`config.mk`:
```
export PLATFORM = sky130hd
export DESIGN_NAME = spi_servo_slave
export DESIGN_NICKNAME = d
export VERILOG_FILES = /design/src/rtl/spi_servo_slave.sv
export SDC_FILE = /design/constraint.sdc
export NUM_CORES = 1
export LEC_CHECK = 0
export CORE_MARGIN = 2
export CORE_UTILIZATION = 35
export DETAILED_ROUTE_END_ITERATION = 12
export PLACE_DENSITY = 0.55
export RECOVER_POWER = 100
export SLEW_MARGIN = 20
export SYNTH_ARGS = -nofsm -noshare
export SYNTH_HDL_FRONTEND = slang
export SYNTH_SLANG_ARGS = --single-unit
```
`constraint.sdc`:
```
create_clock -name clk -period 2.1 [get_ports clk]
set_input_delay 0.42 -clock clk [delete_from_list [all_inputs] [get_ports clk]]
set_output_delay 0.42 -clock clk [all_outputs]
set_load 0.05 [all_outputs]
```
`src/rtl/spi_servo_slave.sv`:
```
// -----------------------------------------------------------------------------
// spi_servo_slave
//
// SPI responder (mode 0, MSB first) that receives servo steering command words
// from an external master and returns a status word on MISO in the same frame.
// SCLK, CS_N and MOSI are asynchronous to clk. They are oversampled through
// synchronizer chains, edges are found against a one-flop history, and the
// frame is handled by a small state machine running entirely in the clk
// domain.
//
// Ports:
//   clk        system clock, must be at least 8x the SCLK frequency
//   rst        asynchronous active-low reset
//   sclk       SPI serial clock (async)
//   cs_n       SPI chip select, active-low (async)
//   mosi       master-out data (async)
//   miso       slave-out data
//   miso_oe    MISO pad output enable (the pad is tri-stated from this)
//   tx_data    status word, captured at frame start
//   rx_data    last correctly received command word
//   rx_valid   one-cycle strobe, rx_data updated
//   frame_err  one-cycle strobe, frame had the wrong bit count
//   busy       high while a frame is in progress
// -----------------------------------------------------------------------------
module spi_servo_slave #(
   parameter int DATA_W      = 16,
   parameter int SYNC_STAGES = 2
) (
   input  logic              clk,
   input  logic              rst,
   input  logic              sclk,
   input  logic              cs_n,
   input  logic              mosi,
   output logic              miso,
   output logic              miso_oe,
   input  logic [DATA_W-1:0] tx_data,
   output logic [DATA_W-1:0] rx_data,
   output logic              rx_valid,
   output logic              frame_err,
   output logic              busy
);

   localparam int CNT_W = $clog2(DATA_W + 2);
   localparam logic [CNT_W-1:0] CNT_FULL = CNT_W'(DATA_W);
   localparam logic [CNT_W-1:0] CNT_SAT  = CNT_W'(DATA_W + 1);
   // Cycles spent in WAIT_IDLE before cs_n is trusted: the chain must have
   // been refilled with real samples, not the values it was reset to.
   localparam logic [2:0] WARM_CYC = 3'(SYNC_STAGES + 1);

   typedef enum logic [1:0] {
      WAIT_IDLE = 2'd0,
      IDLE      = 2'd1,
      SHIFT     = 2'd2
   } state_t;

   // Synchronizers and edge history
   logic [SYNC_STAGES-1:0] sclk_sync_q;
   logic [SYNC_STAGES-1:0] cs_sync_q;
   logic [SYNC_STAGES-1:0] mosi_sync_q;
   logic                   sclk_hist_q;
   logic                   cs_hist_q;

   logic sclk_s;
   logic cs_s;
   logic mosi_s;
   logic sclk_rise_s;
   logic sclk_fall_s;
   logic cs_rise_s;
   logic cs_fall_s;
   logic cs_quiet_s;

   // Frame state
   state_t              state_q;
   logic [2:0]          warm_q;
   logic [DATA_W-1:0]   tx_shift_q;
   logic [DATA_W-1:0]   rx_shift_q;
   logic [CNT_W-1:0]    bit_cnt_q;
   logic [DATA_W-1:0]   rx_data_q;
   logic                rx_valid_q;
   logic                frame_err_q;
   logic                busy_q;
   logic                miso_q;
   logic                miso_oe_q;

   // Synchronizer chains plus one history flop for the edge-detected inputs
   always_ff @(posedge clk or negedge rst) begin
      if (!rst) begin
         sclk_sync_q <= '0;
         cs_sync_q   <= '1;
         mosi_sync_q <= '0;
         sclk_hist_q <= 1'b0;
         cs_hist_q   <= 1'b1;
      end else begin
         sclk_sync_q <= {sclk_sync_q[SYNC_STAGES-2:0], sclk};
         cs_sync_q   <= {cs_sync_q[SYNC_STAGES-2:0], cs_n};
         mosi_sync_q <= {mosi_sync_q[SYNC_STAGES-2:0], mosi};
         sclk_hist_q <= sclk_sync_q[SYNC_STAGES-1];
         cs_hist_q   <= cs_sync_q[SYNC_STAGES-1];
      end
   end

   assign sclk_s      = sclk_sync_q[SYNC_STAGES-1];
   assign cs_s        = cs_sync_q[SYNC_STAGES-1];
   assign mosi_s      = mosi_sync_q[SYNC_STAGES-1];
   assign sclk_rise_s = sclk_s & ~sclk_hist_q;
   assign sclk_fall_s = ~sclk_s & sclk_hist_q;
   assign cs_rise_s   = cs_s & ~cs_hist_q;
   assign cs_fall_s   = ~cs_s & cs_hist_q;
   // cs_n high through the whole chain and history: no falling edge in flight
   assign cs_quiet_s  = (&cs_sync_q) & cs_hist_q;

   // Frame state machine with registered outputs
   always_ff @(posedge clk or negedge rst) begin
      if (!rst) begin
         state_q     <= WAIT_IDLE;
         warm_q      <= 3'd0;
         tx_shift_q  <= '0;
         rx_shift_q  <= '0;
         bit_cnt_q   <= '0;
         rx_data_q   <= '0;
         rx_valid_q  <= 1'b0;
         frame_err_q <= 1'b0;
         busy_q      <= 1'b0;
         miso_q      <= 1'b0;
         miso_oe_q   <= 1'b0;
      end else begin
         // Strobes are single-cycle unless re-asserted below
         rx_valid_q  <= 1'b0;
         frame_err_q <= 1'b0;
         case (state_q)
            WAIT_IDLE: begin
               if (warm_q != WARM_CYC) begin
                  warm_q <= warm_q + 3'd1;
               end else if (cs_quiet_s) begin
                  state_q <= IDLE;
               end else begin
                  state_q <= WAIT_IDLE;
               end
            end
            IDLE: begin
               if (cs_fall_s) begin
                  tx_shift_q <= tx_data;
                  bit_cnt_q  <= '0;
                  busy_q     <= 1'b1;
                  miso_oe_q  <= 1'b1;
                  miso_q     <= tx_data[DATA_W-1];
                  state_q    <= SHIFT;
               end else begin
                  state_q <= IDLE;
               end
            end
            SHIFT: begin
               if (cs_rise_s) begin
                  // End of frame wins over any coincident sclk edge
                  if (bit_cnt_q == CNT_FULL) begin
                     rx_data_q  <= rx_shift_q;
                     rx_valid_q <= 1'b1;
                  end else begin
                     frame_err_q <= 1'b1;
                  end
                  busy_q    <= 1'b0;
                  miso_oe_q <= 1'b0;
                  miso_q    <= 1'b0;
                  state_q   <= IDLE;
               end else begin
                  if (sclk_rise_s) begin
                     rx_shift_q <= {rx_shift_q[DATA_W-2:0], mosi_s};
                     if (bit_cnt_q != CNT_SAT) begin
                        bit_cnt_q <= bit_cnt_q + {{(CNT_W-1){1'b0}}, 1'b1};
                     end else begin
                        bit_cnt_q <= bit_cnt_q;
                     end
                  end else begin
                     rx_shift_q <= rx_shift_q;
                  end
                  // Zeros shift in behind the status word, so MISO idles at
                  // 0 once all DATA_W bits have gone out.
                  if (sclk_fall_s) begin
                     tx_shift_q <= {tx_shift_q[DATA_W-2:0], 1'b0};
                     miso_q     <= tx_shift_q[DATA_W-2];
                  end else begin
                     tx_shift_q <= tx_shift_q;
                  end
                  state_q <= SHIFT;
               end
            end
            default: begin
               busy_q    <= 1'b0;
               miso_oe_q <= 1'b0;
               miso_q    <= 1'b0;
               state_q   <= WAIT_IDLE;
            end
         endcase
      end
   end

   assign miso      = miso_q;
   assign miso_oe   = miso_oe_q;
   assign rx_data   = rx_data_q;
   assign rx_valid  = rx_valid_q;
   assign frame_err = frame_err_q;
   assign busy      = busy_q;

endmodule

```
==> key figures <==
Outcome
  • Status: finished, final reports clean

Placed design
  • Placed cell area: 3580 µm²
  • Placed Cells: roughly 380
  • DP Wirelength: roughly 3700 µm
  • Port bufs: 41
  • Final GP Congestion: roughly 0.81

Critical path
  • FF-to-FF End: bit_cnt_q[4]
  • Worst r2r src: state_q[0]
  • CP startpoint kind: register
  • CP max stage delay: 0.88 ns
  • Crit path capture: rx_data[15]
  • Crit path capture type: output pin
  • Worst Setup SP: rx_data[15]
  • WP data required: roughly 1.7 ns
  • Crit path DAT: 1.58 ns
  • Setup CP Type: register to output pin
  • Crit path depth: 1
  • Worst path bufs/invs: 1
  • Critical-path cell list: dlygate4sd3_1
  • R2R cell count: 6
  • Slowest CP cell: dlygate4sd3_1
  • Internal reg-to-reg setup slack: 0.17 ns
  • CP max FO: 2
  • Crit-path leading delay family: buffers and inverters

Drt
  • WL/cell: ~14 µm
  • DR vias: a little under 2000
  • WL met3: ~270 µm
  • Met2 WL: between 2000 and 3000 µm
  • Antenna Nets Post-Route: 0
  • DRC viols: 0
  • DR vias/cell: 4.94
  • Drt first pass iters: 4
  • 1st-iter DRT viols: 45
  • Routed WL: roughly 5700 µm
  • Wl on met1: roughly 2700 µm
  • Max layer used: met4

Pwr
  • Power per cell area: 1010 nW/µm²
  • P_leak: 0.00172 µW
  • Worst vdd ir: 0.391 mV

Logic synthesis
  • Post-synth EDFFs: 0
  • Synth area leaders: dfrtp_1 55%, mux2_2 13%, mux2i_1 5.0%
  • Synth top area share: roughly 55%
  • Flops & latches, synth: 69
  • Mapped Area: ~3000 µm²
  • Mean Syn Cell Area: 12.7 µm²
  • Yosys warnings: 0
  • Mapped Nets: roughly 270
  • Gate Count Post-Synth: 235
  • Synth Flop Type: dfrtp_1
  • Seq/Total Area, Yosys: approximately 58%
  • Yosys top cell by area: dfrtp_1
  • Cell variety after synth: 40
  • Asr flop ratio synth: 100%

STA
  • Min cycle time layout: 2.00 ns
  • Skew final: roughly 0.0094 ns
  • RSZ-0062 raised after global routing: false
  • Fin crit share: 95.2%
  • Worst slew margin: between 20 and 30%
  • Endpoints failing hold: 0
  • Least-Margin Pin Slew: roughly 1.1 ns
  • Max Clock Freq: 0.500 GHz
  • Post-route setup TNS: 0 ns
  • Slew Limit Fails: 0
  • Setup violations, final: 0

Global routing
  • Initial antenna violation count: 0
  • Global-route usage over all layers: between 10% and 20%
  • Vias in the first global route: around 2000
  • Global route overflow: 0
  • Largest net degree at the start of global routing: 31
  • First-pass GRT wire length: about 9500 µm

Final layout
  • Fin cells: about 400
  • Final Cell Area: ~3700 µm²
  • Ant. Diodes: 0
  • Synth-to-layout area growth: 24.9%
  • Share of layout cells above drive strength 1: a little over a fifth
  • Fin nets: between 300 and 400

Clock network
  • Setup bufs post-CTS: 0
  • Clock tree buffer depth: 2
  • CTS Sinks: between 60 and 70
  • CTS tree: done
  • Worst skew pair latency: roughly 0.34 ns
  • Clock Pin Slew Worst Setup and Hold Paths: approximately 0.080 ns
  • Post-CTS Hold Fix Bufs: 0
  • CTS resizes: 0
  • CTS root buf: clkbuf_8
  • Total CTS buffers: 9
  • H-tree depth: 3

Min path
  • Hold Crit Class: input port to asynchronous set/reset pin

Floorplan
  • Num ports: 42
  • Initial Util: a little over a third
  • Die H: between 90 and 100 µm
  • Die area: 9310 µm²
  • Core Area: 8260 µm²
  • Row count: 33
  • Die width: ~97 µm

Flow run
  • MaxCap Viol Count: 0
## state kept, by name, summed over array words and instances (netlist names)
signal	cells
bit_cnt_q	5
cs_hist_q	1
cs_sync_q	2
frame_err	1
miso	1
miso_oe	1
mosi_sync_q	2
rx_data	16
rx_shift_q	16
rx_valid	1
sclk_hist_q	1
sclk_sync_q	2
state_q	2
tx_shift_q	15
warm_q	3
## cell usage after synthesis (all sizes together), types with 3 or more instances
library cell / count
a21oi: 18
a31oi: 14
buf: 7
clkbuf: 7
dfrtp: 66
dfstp: 3
ha: 9
inv: 12
mux2: 35
mux2i: 15
nand2: 9
nand3: 5
nand4: 3
nor2: 3
o21ai: 4
## per-layer routing
layer	vias to the layer above	GRT usage, %
met2	34	19.6
met5	-	0
met1	945	18.2
li1	947	-
met3	10	3.88
met4	0	7.39
## logic make-up after synthesis
| group | Yosys count | share of synthesized area, % |
|---|---|---|
| DFF | 69 | 57.8 |
| muxes | 50 | 18.2 |
| AOI/OAI and AO/OA | 49 | 10.4 |
| and+or+nand+nor | 31 | 5.76 |
| buffers and inverters | 26 | 3.80 |
| adders and majority gates | 9 | 3.76 |
| xor gates and xnor gates | 1 | 0.292 |
## placed cells by master (no fill, tap or decap), types with 2 or more instances in the layout
master and n:
and3_1 2, dfrtp_1 66, nand2b_1 2, inv_1 12, nor2_1 3, nor2b_1 2
buf_4 2, nand4_1 3, a21oi_1 18, mux2_2 35, bufinv_16 2, o211ai_1 2
mux2i_1 15, clkdlybuf4s50_1 18, clkbuf_8 9, nand3_1 5, dlygate4sd3_1 22, clkbuf_2 3
dfstp_1 2, clkinv_2 2, a31oi_1 14, ha_1 9, o21ai_0 3, clkbuf_1 3
a211o_1 2, nand2_1 9
## how the worst min path moves through the flow
stage                                 to
after floorplan             bit_cnt_q[0]
after global placement    sclk_sync_q[1]
after detailed placement  sclk_sync_q[1]
after CTS                     rx_data[6]
after global routing          rx_data[5]
final                         rx_data[5]
## per-stage QoR
| step | setup slack (ns) | total power [µW] | util, % | hold slack [ns] |
|---|---|---|---|---|
| floorplan | 0.216 | 2340 | - | 0.124 |
| global placement | 0.249 | 2640 | 43.4 | 0.334 |
| detailed placement | 0.188 | 2660 | 43.4 | 0.340 |
| CTS | 0.137 | 3860 | 46.0 | 0.0479 |
| global route | 0.0345 | 4020 | 45.3 | 0.342 |
| finish | 0.101 | 3780 | 45.3 | 0.256 |
## layout make-up
cell class                 instances  area, µm²
fill                             787       4520
sequential                        69       1730
multi-input combinational        140       1150
timing repair buffer              50        470
tap                              105        131
clock buffer                      10        128
clock inverter                     6       86.3
inverter                          12       45.0
## power by group
| part | switching (µW) | internal, µW |
|---|---|---|
| registers | 120 | 1520 |
| logic | 546 | 408 |
| clock network | 507 | 669 |
Power figures use the tool's default switching activity.
